File: src/rtl/threshold_detector.sv
`default_nettype none
// ============================================================================
// threshold_detector -- alarms when a feature stays above baseline*THRESH_MULT
// for PERSIST samples, then ignores HOLDOFF samples after the alarm clears.
// Optional macro DETECT_HYST_EN: alarm exit requires feat <= threshold/2.
// Rev 1.0
// ============================================================================
module threshold_detector #(
  parameter int FEAT_WIDTH  = 25,
  parameter int BASE_WIDTH  = 34,
  parameter int THRESH_MULT = 3,
  parameter int PERSIST     = 4,
  parameter int HOLDOFF     = 16
) (
  input  logic                         clk,
  input  logic                         rst,
  input  logic                         en,
  input  logic signed [FEAT_WIDTH-1:0] feat_in,
  input  logic                         feat_valid,
  input  logic signed [BASE_WIDTH-1:0] base_in,
  input  logic                         base_valid,
  output logic                         above,
  output logic                         detect,
  output logic                         alarm,
  output logic [7:0]                   run_count,
  output logic                         data_valid
);

  localparam int TW = BASE_WIDTH + 4;

  localparam logic [2:0] c_IDLE      = 3'd0;
  localparam logic [2:0] c_MONITOR   = 3'd1;
  localparam logic [2:0] c_CANDIDATE = 3'd2;
  localparam logic [2:0] c_ALARM     = 3'd3;
  localparam logic [2:0] c_HLDOFF    = 3'd4;

  localparam logic signed [TW-1:0] c_mult        = TW'(THRESH_MULT);
  localparam logic [7:0]           c_persist     = 8'(PERSIST);
  localparam logic [7:0]           c_holdoff     = 8'(HOLDOFF);
  localparam bit                   c_persist_one = (PERSIST == 1);

  logic [2:0]                   state_q, state_d;
  logic signed [BASE_WIDTH-1:0] base_q;
  logic [7:0]                   run_q, run_d;
  logic [7:0]                   hold_q, hold_d;
  logic                         above_q, above_d;
  logic                         detect_q, detect_d;
  logic                         alarm_q, alarm_d;
  logic                         valid_q, valid_d;

  logic                         w_accept;
  logic                         w_capture;
  logic                         w_above;
  logic                         w_exit;
  logic                         w_reach;
  logic [7:0]                   w_run_inc;
  logic signed [TW-1:0]         w_feat;
  logic signed [TW-1:0]         w_thresh;

  assign w_accept  = feat_valid & ~en;
  assign w_capture = base_valid & ~en;

  // THRESH_MULT <= 15 fits in the 4 guard bits, so the product never truncates
  assign w_feat    = $signed({{(TW-FEAT_WIDTH){feat_in[FEAT_WIDTH-1]}}, feat_in});
  assign w_thresh  = $signed({{4{base_q[BASE_WIDTH-1]}}, base_q}) * c_mult;
  assign w_above   = (state_q != c_IDLE) && (w_feat > w_thresh);
  assign w_run_inc = run_q + 8'd1;
  assign w_reach   = (w_run_inc == c_persist);

`ifdef DETECT_HYST_EN
  logic signed [TW-1:0] w_half;
  assign w_half = w_thresh >>> 1;
  assign w_exit = (w_feat <= w_half);
`else
  assign w_exit = ~w_above;
`endif

  always_ff @(posedge clk) begin
    if (rst) begin
      state_q <= c_IDLE;
    end else begin
      state_q <= state_d;
    end
  end

  always_comb begin
    state_d = state_q;
    case (state_q)
      c_IDLE: begin
        if (w_capture) state_d = c_MONITOR;
      end
      c_MONITOR: begin
        if (w_accept && w_above) state_d = c_persist_one ? c_ALARM : c_CANDIDATE;
      end
      c_CANDIDATE: begin
        if (w_accept) begin
          if (!w_above)     state_d = c_MONITOR;
          else if (w_reach) state_d = c_ALARM;
        end
      end
      c_ALARM: begin
        if (w_accept && !w_above && w_exit) state_d = c_HLDOFF;
      end
      c_HLDOFF: begin
        if (w_accept && (hold_q <= 8'd1)) state_d = c_MONITOR;
      end
      default: state_d = c_IDLE;
    endcase
  end

  always_comb begin
    run_d    = run_q;
    hold_d   = hold_q;
    above_d  = above_q;
    detect_d = 1'b0;
    alarm_d  = alarm_q;
    valid_d  = 1'b0;
    if (w_accept) begin
      valid_d = 1'b1;
      above_d = w_above;
      case (state_q)
        c_MONITOR: begin
          if (w_above) begin
            run_d = 8'd1;
            if (c_persist_one) begin
              detect_d = 1'b1;
              alarm_d  = 1'b1;
            end
          end
        end
        c_CANDIDATE: begin
          if (w_above) begin
            run_d = w_run_inc;
            if (w_reach) begin
              detect_d = 1'b1;
              alarm_d  = 1'b1;
            end
          end else begin
            run_d = 8'd0;
          end
        end
        c_ALARM: begin
          if (w_above) begin
            if (run_q != 8'hFF) run_d = w_run_inc;
          end else if (w_exit) begin
            alarm_d = 1'b0;
            run_d   = 8'd0;
            hold_d  = c_holdoff;
          end
        end
        c_HLDOFF: begin
          if (hold_q != 8'd0) hold_d = hold_q - 8'd1;
        end
        default: ;
      endcase
    end
  end

  always_ff @(posedge clk) begin
    if (rst) begin
      base_q   <= '0;
      run_q    <= 8'd0;
      hold_q   <= 8'd0;
      above_q  <= 1'b0;
      detect_q <= 1'b0;
      alarm_q  <= 1'b0;
      valid_q  <= 1'b0;
    end else begin
      // the compare above used the old base_q, so a same-cycle capture applies next sample
      if (w_capture) base_q <= base_in;
      run_q    <= run_d;
      hold_q   <= hold_d;
      above_q  <= above_d;
      detect_q <= detect_d;
      alarm_q  <= alarm_d;
      valid_q  <= valid_d;
    end
  end

  assign above      = above_q;
  assign detect     = detect_q;
  assign alarm      = alarm_q;
  assign run_count  = run_q;
  assign data_valid = valid_q;

endmodule
`default_nettype wire

File: config.mk
export PLATFORM = sky130hd
export DESIGN_NAME = threshold_detector
export DESIGN_NICKNAME = d
export VERILOG_FILES = /design/src/rtl/threshold_detector.sv
export SDC_FILE = /design/constraint.sdc
export NUM_CORES = 1
export LEC_CHECK = 0
export ABC_CLOCK_PERIOD_IN_PS = 12600
export CAP_MARGIN = 20
export CORE_MARGIN = 3
export CORE_UTILIZATION = 60
export DETAILED_ROUTE_END_ITERATION = 6
export GPL_TIMING_DRIVEN = 0
export PLACE_DENSITY = 0.92
export SYNTH_ARGS = -nofsm -noshare
export SYNTH_HDL_FRONTEND = slang
export SYNTH_SLANG_ARGS = --single-unit
File: constraint.sdc
create_clock -name clk -period 12.6 [get_ports clk]
set_input_delay 3.78 -clock clk [delete_from_list [all_inputs] [get_ports clk]]
set_output_delay 3.78 -clock clk [all_outputs]
set_load 0.05 [all_outputs]
==> flow_summary.ini <==
[routing]
route.antenna.remaining_nets = 0
drcViolationCount = 0
drt-total-wl_um = 13400
drtIter0Drc = 347
drtPass1Iterations = 5
viasPerCell = 6.08
wl_per_cell_um = 15.9
vias = 5107

[floorplanning]
initial_core_util = 0.624
die_area_mm2 = 0.00978
die_w_um = 98.9
die_h_um = 98.9
core_area_mm2 = 0.00830
ios = 76
rows = 33

[yosys]
synth_ff_type = dfxtp_1
synth_largest_area_cell = ha_1
ys.warnings.count = 0
synth_cell_types = 60
postSynthAreaPerCell_um2 = 8.04
syn_area_mm2 = 0.00518
synth_nets = 814
ys_seq_area_frac = 0.220
ys_top_cells_by_area = ha_1 25%, dfxtp_1 22%, a21oi_1 8.2%, nand2_1 7.5%, xnor2_1 3.4%
synth_edf_count = 0
synthArstFlopShare = 0
syn-instance-count = 644
synth-seq-cells = 57
synth.top_cell.area_share = 0.254

[sta]
fmax_mhz = 141
skew_ns = 0.00609
setup_viol = 0
final.period_utilization = 0.565
hold_viol = 0
worst_pin_slew_ns = 0.639
tns_ns = 0
rsz0062_at_grt = no
slew_violations = 0
slew_headroom = 0.570
fin_crit_ns = 7.12

[power_and_ir_drop]
total_power_w = 0.000499
p_leak_nw = 2.79
ir_worst_vdd_mv = 0.0837
p_per_area_mw_per_mm2 = 79.9

[place]
portBuffers = 75
gp_congestion = 0.918
dp.cells = 824
hpwl_um = 10400

[global_routing]
antenna_found_initial = 0
grt_overflow = 0
grt_pass1_wl_um = 21900
grt_max_degree = 14
grt_pass1_vias = 5068
grtUsageTotal = 0.268

[critical_path]
cp.required_ns = 12.84
crit_fanout = 13
crit_path_end_kind = flip-flop
cp-start-kind = primary input
path_class = in2reg
critical_path_arrival_ns = 7.35

[job]
drv_cap = 0

[clock_network]
h-tree-depth = 3
ctsHoldBuffers = 0
postCtsResizedCells = 0
clk_latency_ns = 0.35
cts_buffer_depth = 2
clk_pin_slew_worst_paths_ns = 0.06
cts.sinks = 57
numCtsBuffers = 9
cts_tree = yes
cts_root_buf = clkbuf_8
post-cts-setup-buffers = 0

[finish]
diodes = 0
stdcell_count = 840
area_growth_pct = 20.7
drive_gt1_frac = 0.0354
nNetsFinal = 900
utilization = 0.754

[outcome]
status = finished, final reports clean

[worst_hold_path]
hold_path.class = reg2reg
## placed cells by master, fill, tap and decap left out, types with 5 or more instances in the layout
cell type	instances
ha_1	105
nand2_1	104
a21oi_1	85
clkdlybuf4s50_1	75
dfxtp_1	57
nor2_1	36
xnor2_1	20
o21ai_0	19
clkbuf_1	18
xor2_1	17
a21o_1	16
inv_1	14
nand3_1	13
clkbuf_8	13
nand2b_1	11
nand4_1	8
and3_1	8
nor3_1	8
a31oi_1	7
o21a_1	7
nor3b_1	6
a32o_1	6
and2_1	5
or3_1	5
nor2b_1	5
## stage by stage
| step | cell area [µm²] | hold slack, ns | setup slack [ns] |
|---|---|---|---|
| 6_report | 6250 | 0.457 | 5.48 |
| 5_1_grt | 6250 | 0.492 | 5.20 |
| 4_1_cts | 6250 | 0.463 | 5.55 |
| 3_5_place_dp | 6060 | 0.454 | 5.23 |
| 3_3_place_gp | 6060 | 0.449 | 5.29 |
| 2_1_floorplan | 5180 | 0.457 | 6.44 |
## power by group
group          total (W)  switching (W)  internal [W]  leakage (nW)
Clock           0.000167      0.0000748     0.0000923         0.102
Combinational   0.000140      0.0000756     0.0000639          2.22
Sequential      0.000193     0.00000565      0.000187         0.464
Total           0.000499       0.000156      0.000343          2.79
## registers in the layout (all words and copies together) (netlist names)
| signal | cells |
|---|---|
| base_q | 34 |
| hold_q | 8 |
| run_count | 8 |
| state_q | 3 |
| above | 1 |
| alarm | 1 |
| data_valid | 1 |
| detect | 1 |
## path summary, 6_finish.rpt
kind,cells past startpoint,startpoint,slack [ns],to
worst min register to register,2,above,0.46,above
worst max register to register,22,base_q[1],6.55,run_count[3]
worst min-delay path,2,above,0.46,above
worst max-delay path,11,feat_in[24],5.48,run_count[3]
## synth_stat cells (all sizes together) (6+ instances only)
| library cell | number |
|---|---|
| dfxtp | 57 |
| xnor2 | 20 |
| ha | 105 |
| a21oi | 85 |
| nor3b | 6 |
| nor2 | 36 |
| nor3 | 10 |
| xor2 | 17 |
| a21o | 16 |
| clkbuf | 17 |
| a32o | 6 |
| inv | 14 |
| o21a | 7 |
| and3 | 8 |
| o21ai | 21 |
| nand2b | 11 |
| nand4 | 9 |
| nand2 | 104 |
| nand3 | 13 |
| a31oi | 7 |
## kinds of logic (layout without fill, tap and decap cells)
family                     after synthesis  in the layout  share of synthesized area
DFF                                     57             57                      0.220
AOI/OAI and AO/OA                      182            182                      0.222
xor gates and xnor gates                37             37                     0.0626
and+or+nand+nor                        228            228                      0.212
buffers and inverters                   34            125                     0.0263
adders and majority gates              106            106                      0.257
## routing by layer
layer / global-route usage / vias to the layer above / wire, µm
li1: - / 2537 / -
met1: 0.318 / 2369 / 5640
met2: 0.478 / 163 / 6600
met3: 0.0531 / 38 / 744
met4: 0.0945 / 0 / 372
met5: 0 / - / 0
## area by class of cell
type	count	area, µm²
Multi-Input combinational cell	553	3900
Fill cell	626	2040
Sequential cell	57	1140
Timing Repair Buffer	75	751
Clock buffer	14	183
Tap cell	105	131
Buffer	20	83.8
Inverter	14	52.6
Clock inverter	2	10.0
## critical path, stage by stage
cell	delay [ns]
clkdlybuf4s50_1	0.70
ha_1	0.52
nand4_2	0.13
nor4_2	0.37
nand3_1	0.21
o31ai_1	0.62
or2_2	0.24
o311a_1	0.17
buf_2	0.20
o21ai_0	0.14
a32o_1	0.27
Power figures use the tool's default switching activity.
